==> src/rtl/mem_access_stage_pkg.sv <==
// Shared encodings for the MEM stage: access-size codes, FSM states and store-lane helpers.
package mem_access_stage_pkg;

    localparam logic [2:0] F3Byte  = 3'b000;
    localparam logic [2:0] F3Half  = 3'b001;
    localparam logic [2:0] F3Word  = 3'b010;
    localparam logic [2:0] F3ByteU = 3'b100;
    localparam logic [2:0] F3HalfU = 3'b101;

    typedef enum logic [1:0] {StIdle, StReq, StWait, StDone} state_e;

    // Unsigned sizes exist only for loads.
    function automatic logic size_legal(input logic [2:0] f3, input logic is_store);
        case (f3)
            F3Byte, F3Half, F3Word: return 1'b1;
            F3ByteU, F3HalfU:       return ~is_store;
            default:                return 1'b0;
        endcase
    endfunction

    function automatic logic addr_aligned(input logic [2:0] f3, input logic [1:0] off);
        case (f3[1:0])
            2'b01:   return ~off[0];
            2'b10:   return off == 2'b00;
            default: return 1'b1;
        endcase
    endfunction

    function automatic logic [3:0] store_be(input logic [2:0] f3, input logic [1:0] off);
        case (f3[1:0])
            2'b00:   return 4'b0001 << off;
            2'b01:   return 4'b0011 << {off[1], 1'b0};
            default: return 4'b1111;
        endcase
    endfunction

    function automatic logic [31:0] store_wdata(input logic [2:0] f3, input logic [31:0] d);
        case (f3[1:0])
            2'b00:   return {4{d[7:0]}};
            2'b01:   return {2{d[15:0]}};
            default: return d;
        endcase
    endfunction

endpackage

==> src/rtl/mem_access_stage_load_data_align.sv <==
// Selects the addressed byte/half lane of a load word and sign- or zero-extends it.
module mem_access_stage_load_data_align
    import mem_access_stage_pkg::*;
(
    input  logic [2:0]  funct3,
    input  logic [1:0]  offset,
    input  logic [31:0] rdata,
    output logic [31:0] data
);

    logic [31:0] shifted;

    always_comb begin
        shifted = rdata >> {offset, 3'b000};
        case (funct3)
            F3Byte:  data = {{24{shifted[7]}}, shifted[7:0]};
            F3Half:  data = {{16{shifted[15]}}, shifted[15:0]};
            F3ByteU: data = {24'b0, shifted[7:0]};
            F3HalfU: data = {16'b0, shifted[15:0]};
            default: data = rdata;
        endcase
    end

endmodule

==> src/rtl/mem_access_stage.sv <==
// RV32 MEM stage: branch resolution, req/gnt/rvalid data-bus access FSM with watchdog,
// and the MEM/WB pipeline register.
module mem_access_stage
    import mem_access_stage_pkg::*;
#(
    parameter int unsigned ADDR_WIDTH = 32,
    parameter int unsigned TIMEOUT    = 16
) (
    input  logic                  clk,
    input  logic                  reset,
    input  logic                  valid_in,
    input  logic                  Ctl_MemtoReg_in,
    input  logic                  Ctl_RegWrite_in,
    input  logic                  Ctl_MemRead_in,
    input  logic                  Ctl_MemWrite_in,
    input  logic                  Ctl_Branch_in,
    input  logic                  Zero_in,
    input  logic [4:0]            Rd_in,
    input  logic [2:0]            funct3_in,
    input  logic [31:0]           ALUresult_in,
    input  logic [31:0]           ReadData2_in,
    input  logic [31:0]           PCimm_in,
    output logic                  PCSrc_out,
    output logic [31:0]           PCtarget_out,
    output logic                  stall_out,
    output logic                  dmem_req,
    output logic                  dmem_we,
    output logic [ADDR_WIDTH-1:0] dmem_addr,
    output logic [3:0]            dmem_be,
    output logic [31:0]           dmem_wdata,
    input  logic                  dmem_gnt,
    input  logic                  dmem_rvalid,
    input  logic [31:0]           dmem_rdata,
    output logic                  Ctl_MemtoReg_out,
    output logic                  Ctl_RegWrite_out,
    output logic [4:0]            Rd_out,
    output logic [31:0]           ReadData_out,
    output logic [31:0]           ALUresult_out,
    output logic                  access_err_out
);

    localparam int unsigned    WdW    = (TIMEOUT < 2) ? 1 : $clog2(TIMEOUT);
    localparam logic [WdW-1:0] WdLast = WdW'(TIMEOUT - 1);

    state_e         state_q;
    logic [WdW-1:0] wd_q;
    logic [2:0]     f3_q;
    logic [1:0]     off_q;
    logic [31:0]    ld_q;
    logic           timeout_q;
    logic [31:0]    ld_data;
    logic           mem_op;
    logic           legal;
    logic           wd_expire;

    assign mem_op    = valid_in & (Ctl_MemRead_in | Ctl_MemWrite_in);
    assign legal     = size_legal(funct3_in, Ctl_MemWrite_in)
                     & addr_aligned(funct3_in, ALUresult_in[1:0]);
    assign wd_expire = (TIMEOUT != 0) && (wd_q == WdLast);

    assign PCSrc_out    = valid_in & Ctl_Branch_in & Zero_in;
    assign PCtarget_out = PCimm_in;
    assign dmem_req     = (state_q == StReq);
    assign stall_out    = (state_q == StReq) || (state_q == StWait)
                       || ((state_q == StIdle) && mem_op && legal);

    mem_access_stage_load_data_align u_align (
        .funct3 (f3_q),
        .offset (off_q),
        .rdata  (dmem_rdata),
        .data   (ld_data)
    );

    always_ff @(posedge clk or posedge reset) begin
        if (reset) begin
            state_q          <= StIdle;
            wd_q             <= '0;
            f3_q             <= '0;
            off_q            <= '0;
            ld_q             <= '0;
            timeout_q        <= 1'b0;
            dmem_we          <= 1'b0;
            dmem_addr        <= '0;
            dmem_be          <= '0;
            dmem_wdata       <= '0;
            Ctl_MemtoReg_out <= 1'b0;
            Ctl_RegWrite_out <= 1'b0;
            Rd_out           <= '0;
            ReadData_out     <= '0;
            ALUresult_out    <= '0;
            access_err_out   <= 1'b0;
        end else begin
            access_err_out <= 1'b0;
            case (state_q)
                StIdle: begin
                    Rd_out        <= Rd_in;
                    ALUresult_out <= ALUresult_in;
                    ReadData_out  <= '0;
                    if (mem_op) begin
                        // Bubble into MEM/WB; the real write-back happens from DONE.
                        Ctl_MemtoReg_out <= 1'b0;
                        Ctl_RegWrite_out <= 1'b0;
                        if (legal) begin
                            state_q    <= StReq;
                            wd_q       <= '0;
                            timeout_q  <= 1'b0;
                            ld_q       <= '0;
                            f3_q       <= funct3_in;
                            off_q      <= ALUresult_in[1:0];
                            dmem_we    <= Ctl_MemWrite_in;
                            dmem_addr  <= {ALUresult_in[ADDR_WIDTH-1:2], 2'b00};
                            dmem_be    <= store_be(funct3_in, ALUresult_in[1:0]);
                            dmem_wdata <= store_wdata(funct3_in, ReadData2_in);
                        end else begin
                            access_err_out <= 1'b1;
                        end
                    end else begin
                        Ctl_MemtoReg_out <= Ctl_MemtoReg_in & valid_in;
                        Ctl_RegWrite_out <= Ctl_RegWrite_in & valid_in;
                    end
                end
                StReq: begin
                    wd_q <= wd_q + WdW'(1);
                    if (dmem_gnt) begin
                        state_q <= dmem_we ? StDone : StWait;
                    end else if (wd_expire) begin
                        state_q        <= StDone;
                        timeout_q      <= 1'b1;
                        access_err_out <= 1'b1;
                    end
                end
                StWait: begin
                    wd_q <= wd_q + WdW'(1);
                    if (dmem_rvalid) begin
                        state_q <= StDone;
                        ld_q    <= ld_data;
                    end else if (wd_expire) begin
                        state_q        <= StDone;
                        timeout_q      <= 1'b1;
                        access_err_out <= 1'b1;
                    end
                end
                StDone: begin
                    state_q          <= StIdle;
                    timeout_q        <= 1'b0;
                    Ctl_MemtoReg_out <= Ctl_MemtoReg_in & valid_in;
                    Ctl_RegWrite_out <= Ctl_RegWrite_in & valid_in & ~timeout_q;
                    Rd_out           <= Rd_in;
                    ALUresult_out    <= ALUresult_in;
                    ReadData_out     <= ld_q;
                end
                default: state_q <= StIdle;
            endcase
        end
    end

endmodule

==> config.mk <==
export PLATFORM = sky130hd
export DESIGN_NAME = mem_access_stage
export DESIGN_NICKNAME = d
export VERILOG_FILES = /design/src/rtl/mem_access_stage_pkg.sv /design/src/rtl/mem_access_stage_load_data_align.sv /design/src/rtl/mem_access_stage.sv
export SDC_FILE = /design/constraint.sdc
export NUM_CORES = 1
export LEC_CHECK = 0
export CORE_AREA = 2 2 170 172
export DETAILED_ROUTE_END_ITERATION = 16
export DIE_AREA = 0 0 172 174
export SETUP_SLACK_MARGIN = 0.5
export SLEW_MARGIN = 20
export SYNTH_ARGS = -nofsm -noshare
export SYNTH_HDL_FRONTEND = slang
export SYNTH_SLANG_ARGS = --single-unit
export TNS_END_PERCENT = 5
==> constraint.sdc <==
create_clock -name clk -period 6.7 [get_ports clk]
set_clock_uncertainty 0.15 [all_clocks]
set_input_delay 1.34 -clock clk [delete_from_list [all_inputs] [get_ports clk]]
set_output_delay 1.34 -clock clk [all_outputs]
set_load 0.01 [all_outputs]
# Word level (Yosys, flattened, before mapping)
# Cells that the tools add are included.
[classes]
n_addsub = 1
n_eq_ne = 18
shift = 3
n_mux = 36
bitwise_logic = 11
n_reduce_logical = 21
[op_table]
columns = ["cell", "count"]
rows = [
  ["$pmux 32 s2", 3],
  ["$pmux 32 s4", 1],
  ["$mux 32", 3],
  ["$shr 32x5->16", 1],
  ["$pmux 4 s2", 2],
  ["$mux 1", 13],
  ["$eq 3x3->1 const B", 4],
  ["$mux 2", 5],
  ["$ne 2x2->1 const B", 5],
  ["$mux 4", 2],
  ["$pmux 1 s2", 4],
  ["$pmux 2 s4", 1],
  ["$reduce_and 4->1", 2],
  ["$and 1x1->1", 7],
  ["$eq 2x2->1 const B", 3],
  ["$eq 3x1->1 const B", 2],
  ["$logic_not 2->1", 3],
  ["$logic_not 3->1", 2],
  ["$reduce_and 3->1", 2],
  ["$reduce_bool 2->1", 3],
  ["$reduce_or 2->1", 3],
  ["$add 4x1->4 const B", 1],
  ["$eq 2x1->1 const B", 2],
  ["$eq 4x4->1 const B", 1],
  ["11 further kinds", 15],
]
[totals]
regBits = 183
in_bits = 147
output_inout_bits = 176
elab_cells = 106

# Longest topological paths before layout
[depth]
ltp_word = 7
depth_mapped = 10
depth_no_buf = 7

# Hierarchy
# A second synthesis with hierarchy kept.
[unflattened]
hier_cells = 750
hier_area_um2 = 8485.6
[modules_own_cells]
columns = ["module", "n_inst", "cells_per_inst", "area_each_um2"]
rows = [
  ["mem_access_stage", 1, 644, 7793.7],
  ["mem_access_stage_load_data_align", 1, 106, 691.9],
]

# Worst setup path after synthesis
# OpenSTA, ideal clock, no wires.
[synth_path]
path_type = "input -> output"
from = "input port funct3_in[0]"
to = "output port stall_out"
arrival_time_ns = 2.409
required_ns = 5.210
slack_ns = 2.801
path_stages = 6
n_path_buf = 1
cell_sequence = "inv_1 > ha_1 > buf_6 > or2_4 > o221ai_4 > o21ai_0"
[synth_via]
elab_chain_len = 6
word_cells_on_any_way = 14
[synth_lines]
columns = ["element", "line", "source"]
rows = [
  ["start: declaration", "mem_access_stage.sv:19", "input logic [2:0] funct3_in,"],
  ["$eq 3x1->1, or another cell as far along", "mem_access_stage_pkg.sv:14", "case (f3)"],
  ["$reduce_or 3->1 / $reduce_or 2->1 (equally long branches)", "mem_access_stage_pkg.sv:14", ""],
  ["$pmux 1 s2", "mem_access_stage_pkg.sv:14", ""],
  ["$and 1x1->1 (*)", "mem_access_stage.sv:58", "& addr_aligned(funct3_in, ALUresult_in[1:0]);"],
  ["$logic_and 1x1->1 (*)", "mem_access_stage.sv:65", "|| ((state_q == StIdle) && mem_op && legal);"],
  ["$logic_or 1x1->1 (*)", "mem_access_stage.sv:65", ""],
  ["end: declaration", "mem_access_stage.sv:25", "output logic stall_out,"],
]
# Mark *: on every way between the ends. The rest lies on a longest branch, timed or not.

# Worst setup path in the final report
[layout_path]
from = "input port funct3_in[1]"
to = "output port stall_out"
# Same word-level chain as after synthesis.

==> impl_results.md <==
* Largest net degree at the start of global routing at 176
* Routed length per instance at around 18 µm
* FF-to-FF Start: state_q[0]$_DFFE_PP0P_
* Row Count at 62
* CP Launch Type: primary input
* Crit path max-delay family: buffers and inverters
* Worst-path cell chain: clkdlybuf4s50_1, inv_1, ha_1, or2_4, o221ai_4, o21ai_0, clkdlybuf4s50_1
* Worst vdd ir at about 0.00024 V
* Top cells by area, synth: dfrtp_1, mux2_2, o21ai_0
* Worst Max-Slew Pin Slew at just under 1000 ps
* Slowest CP cell: clkdlybuf4s50_1
* Number of synthesized flops with an enable pin at 0
* WS Path Type: primary input to output pin
* Vias in the first global route at 6496
* Nets at 1115
* Synth warn at 0
* Unrepaired setup endpoints after global routing: no
* Post-cts sizing count at 0
* Hold Path End: Ctl_MemtoReg_out$_DFFE_PP0P_
* GRT Resource Usage Total at 0.1610
* Worst hold start: Ctl_MemtoReg_out$_DFFE_PP0P_
* Asr flop ratio synth at 1.000
* PortBufs at 256
* Die area at 29930 µm²
* Max-slew violation count at 0
* Post-CTS setup repair buffer count at 0
* Initial antenna violation count at 2
* Filler cells at 2807
* Die X at ~170 µm
* Pre-antenna DRT Iters at 4
* Crit path buf inv count at 3
* CP most frequent cell: clkdlybuf4s50_1
* Area growth from synthesis to layout at 39.45%
* Hold crit path type: register to register
* CP max FO at 19
* Status: finished clean
* Fmax at 190.1 MHz
* Gr ovfl total at 0
* Initial DRC count at 287
* Highest cell delay on the worst timing path at 610 ps
* Min Clock Period, post-route at 5260 ps
* First-pass GRT wire length at 37250 µm
* Final hold vios at 0
* Worst-path clk slew at 80 ps
* Layout Utilization at 0.4128
* Core Region at 28240 µm²
* Worst Reg2Reg Path Length in Cells at 5
* Setup Viol. Count Final at 0
* Synth Instances at 759
* Final hold slack at 328.7 ps
* Top Ports at between 300 and 400
* CTS tree: built
* Clk Latency, worst-skew pair at 440 ps
* Arr. time, crit path at 3770 ps
* Num CTS Buffers at 17
* Dominant synthesized flop cell: dfrtp_1
* Post-CTS Hold Buffers at 0
* Worst path required time at 5210 ps
* Final HPWL from detailed placement at 16830 µm
* Clock sinks at 183
* Pwr dens at ~460 nW/µm²
* WL final at 23860 µm
* Hold Crit Depth at 2
* Area fraction of the dominant cell type after synthesis at 0.5478
* # DRC at 0
* Maxcap violations at 0
* Cell taking the most area after synthesis: dfrtp_1
* Antenna-violating nets left at 0
* Crit end category: output pin
* Final worst path period share at 0.7850
* R2R Path End: wd_q[3]$_DFFE_PP0P_
* H-tree lvl count at 4
* Max clock buf depth at 2
* Slew headroom at 0.3477
* Register area share after synthesis at 0.5478
* Via count at between 6000 and 7000
* Die Height at 174 µm
* Share of cells above drive strength 1 at 0.1329
* CTS root buf: clkbuf_16
* Leak at 4.778 nW
* Final setup TNS at 0 ps
* Initial Utilization at 0.2960
* Seq cells post-synth at 183
* Reg2Reg Setup Slack at 3890 ps
* Routed vias/inst at 4.754
* Syn_area_per_cell at 11.01 µm²
* Distinct cells, synth at 46
* Cell Area, Synth at 8359 µm²
* GPL Wtd Cong at 0.7887
==> stage by stage <==
stage               std cells  power [mW]  worst slack, ps  cell area [µm²]
floorplan                 760       3.179             2801             8367
global placement         1323       4.316             1476            11020
detailed placement       1323       4.340             1412            11020
CTS                      1355       5.428             1407            11650
global route             1355       5.719             1270            11650
finish                   1356       5.346             1440            11660
==> layout make-up <==
| type | instances | area (µm²) | share of cell area |
|---|---|---|---|
| sequential | 183 | 4579 | 0.3928 |
| multi-input combinational | 481 | 3273 | 0.2808 |
| timing repair buffer | 262 | 2633 | 0.2258 |
| tap | 384 | 480.5 | 0.04122 |
| clock buffer | 17 | 425.4 | 0.03649 |
| clock inverter | 15 | 211.5 | 0.01814 |
| inverter | 13 | 52.55 | 0.004508 |
| antenna | 1 | 2.502 | 0.0002147 |
==> where the power goes <==
group	total (mW)	switching [mW]	internal, mW
registers	1.88	0.306	1.57
clock network	1.06	0.538	0.519
logic	2.41	1.14	1.27
total	5.35	1.98	3.36
==> cells in the mapped netlist, types with 12 or more instances <==
library cell,number
nor2b_1,20
o2bb2ai_1,12
mux2i_1,14
dfrtp_1,183
nand2_1,84
o31ai_1,17
a21oi_1,36
a22oi_1,17
nor2_1,43
inv_1,13
o21ai_0,76
a31oi_1,14
mux2_2,72
buf_4,34
buf_2,14
clkbuf_1,25
==> how the worst max path moves through the flow <==
stage,start,endpoint,slack [ps],cells past startpoint
after global routing,funct3_in[1],stall_out,1270,7
after CTS,funct3_in[1],stall_out,1410,7
final,funct3_in[1],stall_out,1440,7
after floorplan,funct3_in[0],stall_out,2800,6
after global placement,funct3_in[0],stall_out,1480,7
after detailed placement,funct3_in[1],stall_out,1410,7
==> layout by cell type, fill, tap and decap left out, drive strengths merged, types with 2 or more instances in the layout <==
cell type,n
a21o,3
o21ai,77
mux2,82
nor2,45
a31oi,14
o221ai,3
buf,6
ha,10
inv,18
a221oi,2
clkbuf,17
conb,2
o2111ai,2
a21oi,36
nand3,4
o31ai,17
nor3,5
a41oi,2
and3,2
dfrtp,183
nand2,84
clkdlybuf4s50,256
o2bb2ai,12
nor2b,20
o21a,3
a22oi,17
clkinv,9
nand2b,10
mux2i,14
a22o,2
o22ai,4
==> cells by family (layout without fill, tap and decap cells) <==
group           after synthesis  after routing  synth area share
buf+inv                      96            307           0.06346
other cells                   1              3         0.0004486
simple gates                173            173           0.09041
flops                       183            183            0.5478
fa+ha+maj                    10             10           0.01497
compound gates              200            200            0.1512
mux                          96             96            0.1317
==> tightest hold or removal path, cell delays in order, from the launching register on <==
cell and delay, ps:
dfrtp_1 350, nand2_1 50, nand2_1 50
==> state kept, by name, indices dropped and copies added, names as in the netlist <==
| signal | count |
|---|---|
| Ctl_RegWrite_out | 1 |
| Ctl_MemtoReg_out | 1 |
| Rd_out | 5 |
| ld_q | 32 |
| timeout_q | 1 |
| dmem_wdata | 32 |
| wd_q | 4 |
| access_err_out | 1 |
| off_q | 2 |
| dmem_be | 4 |
| dmem_addr | 30 |
| ALUresult_out | 32 |
| dmem_we | 1 |
| state_q | 2 |
| f3_q | 3 |
| ReadData_out | 32 |
==> routing by layer <==
metal,share of wire,track usage,wire length [µm]
met5,0.00042,0,10
met1,0.43,0.2084,10350
met3,0.092,0.06011,2193
met2,0.46,0.2564,11070
met4,0.010,0.03606,240
No activity file was read; power rests on OpenSTA's default activity.
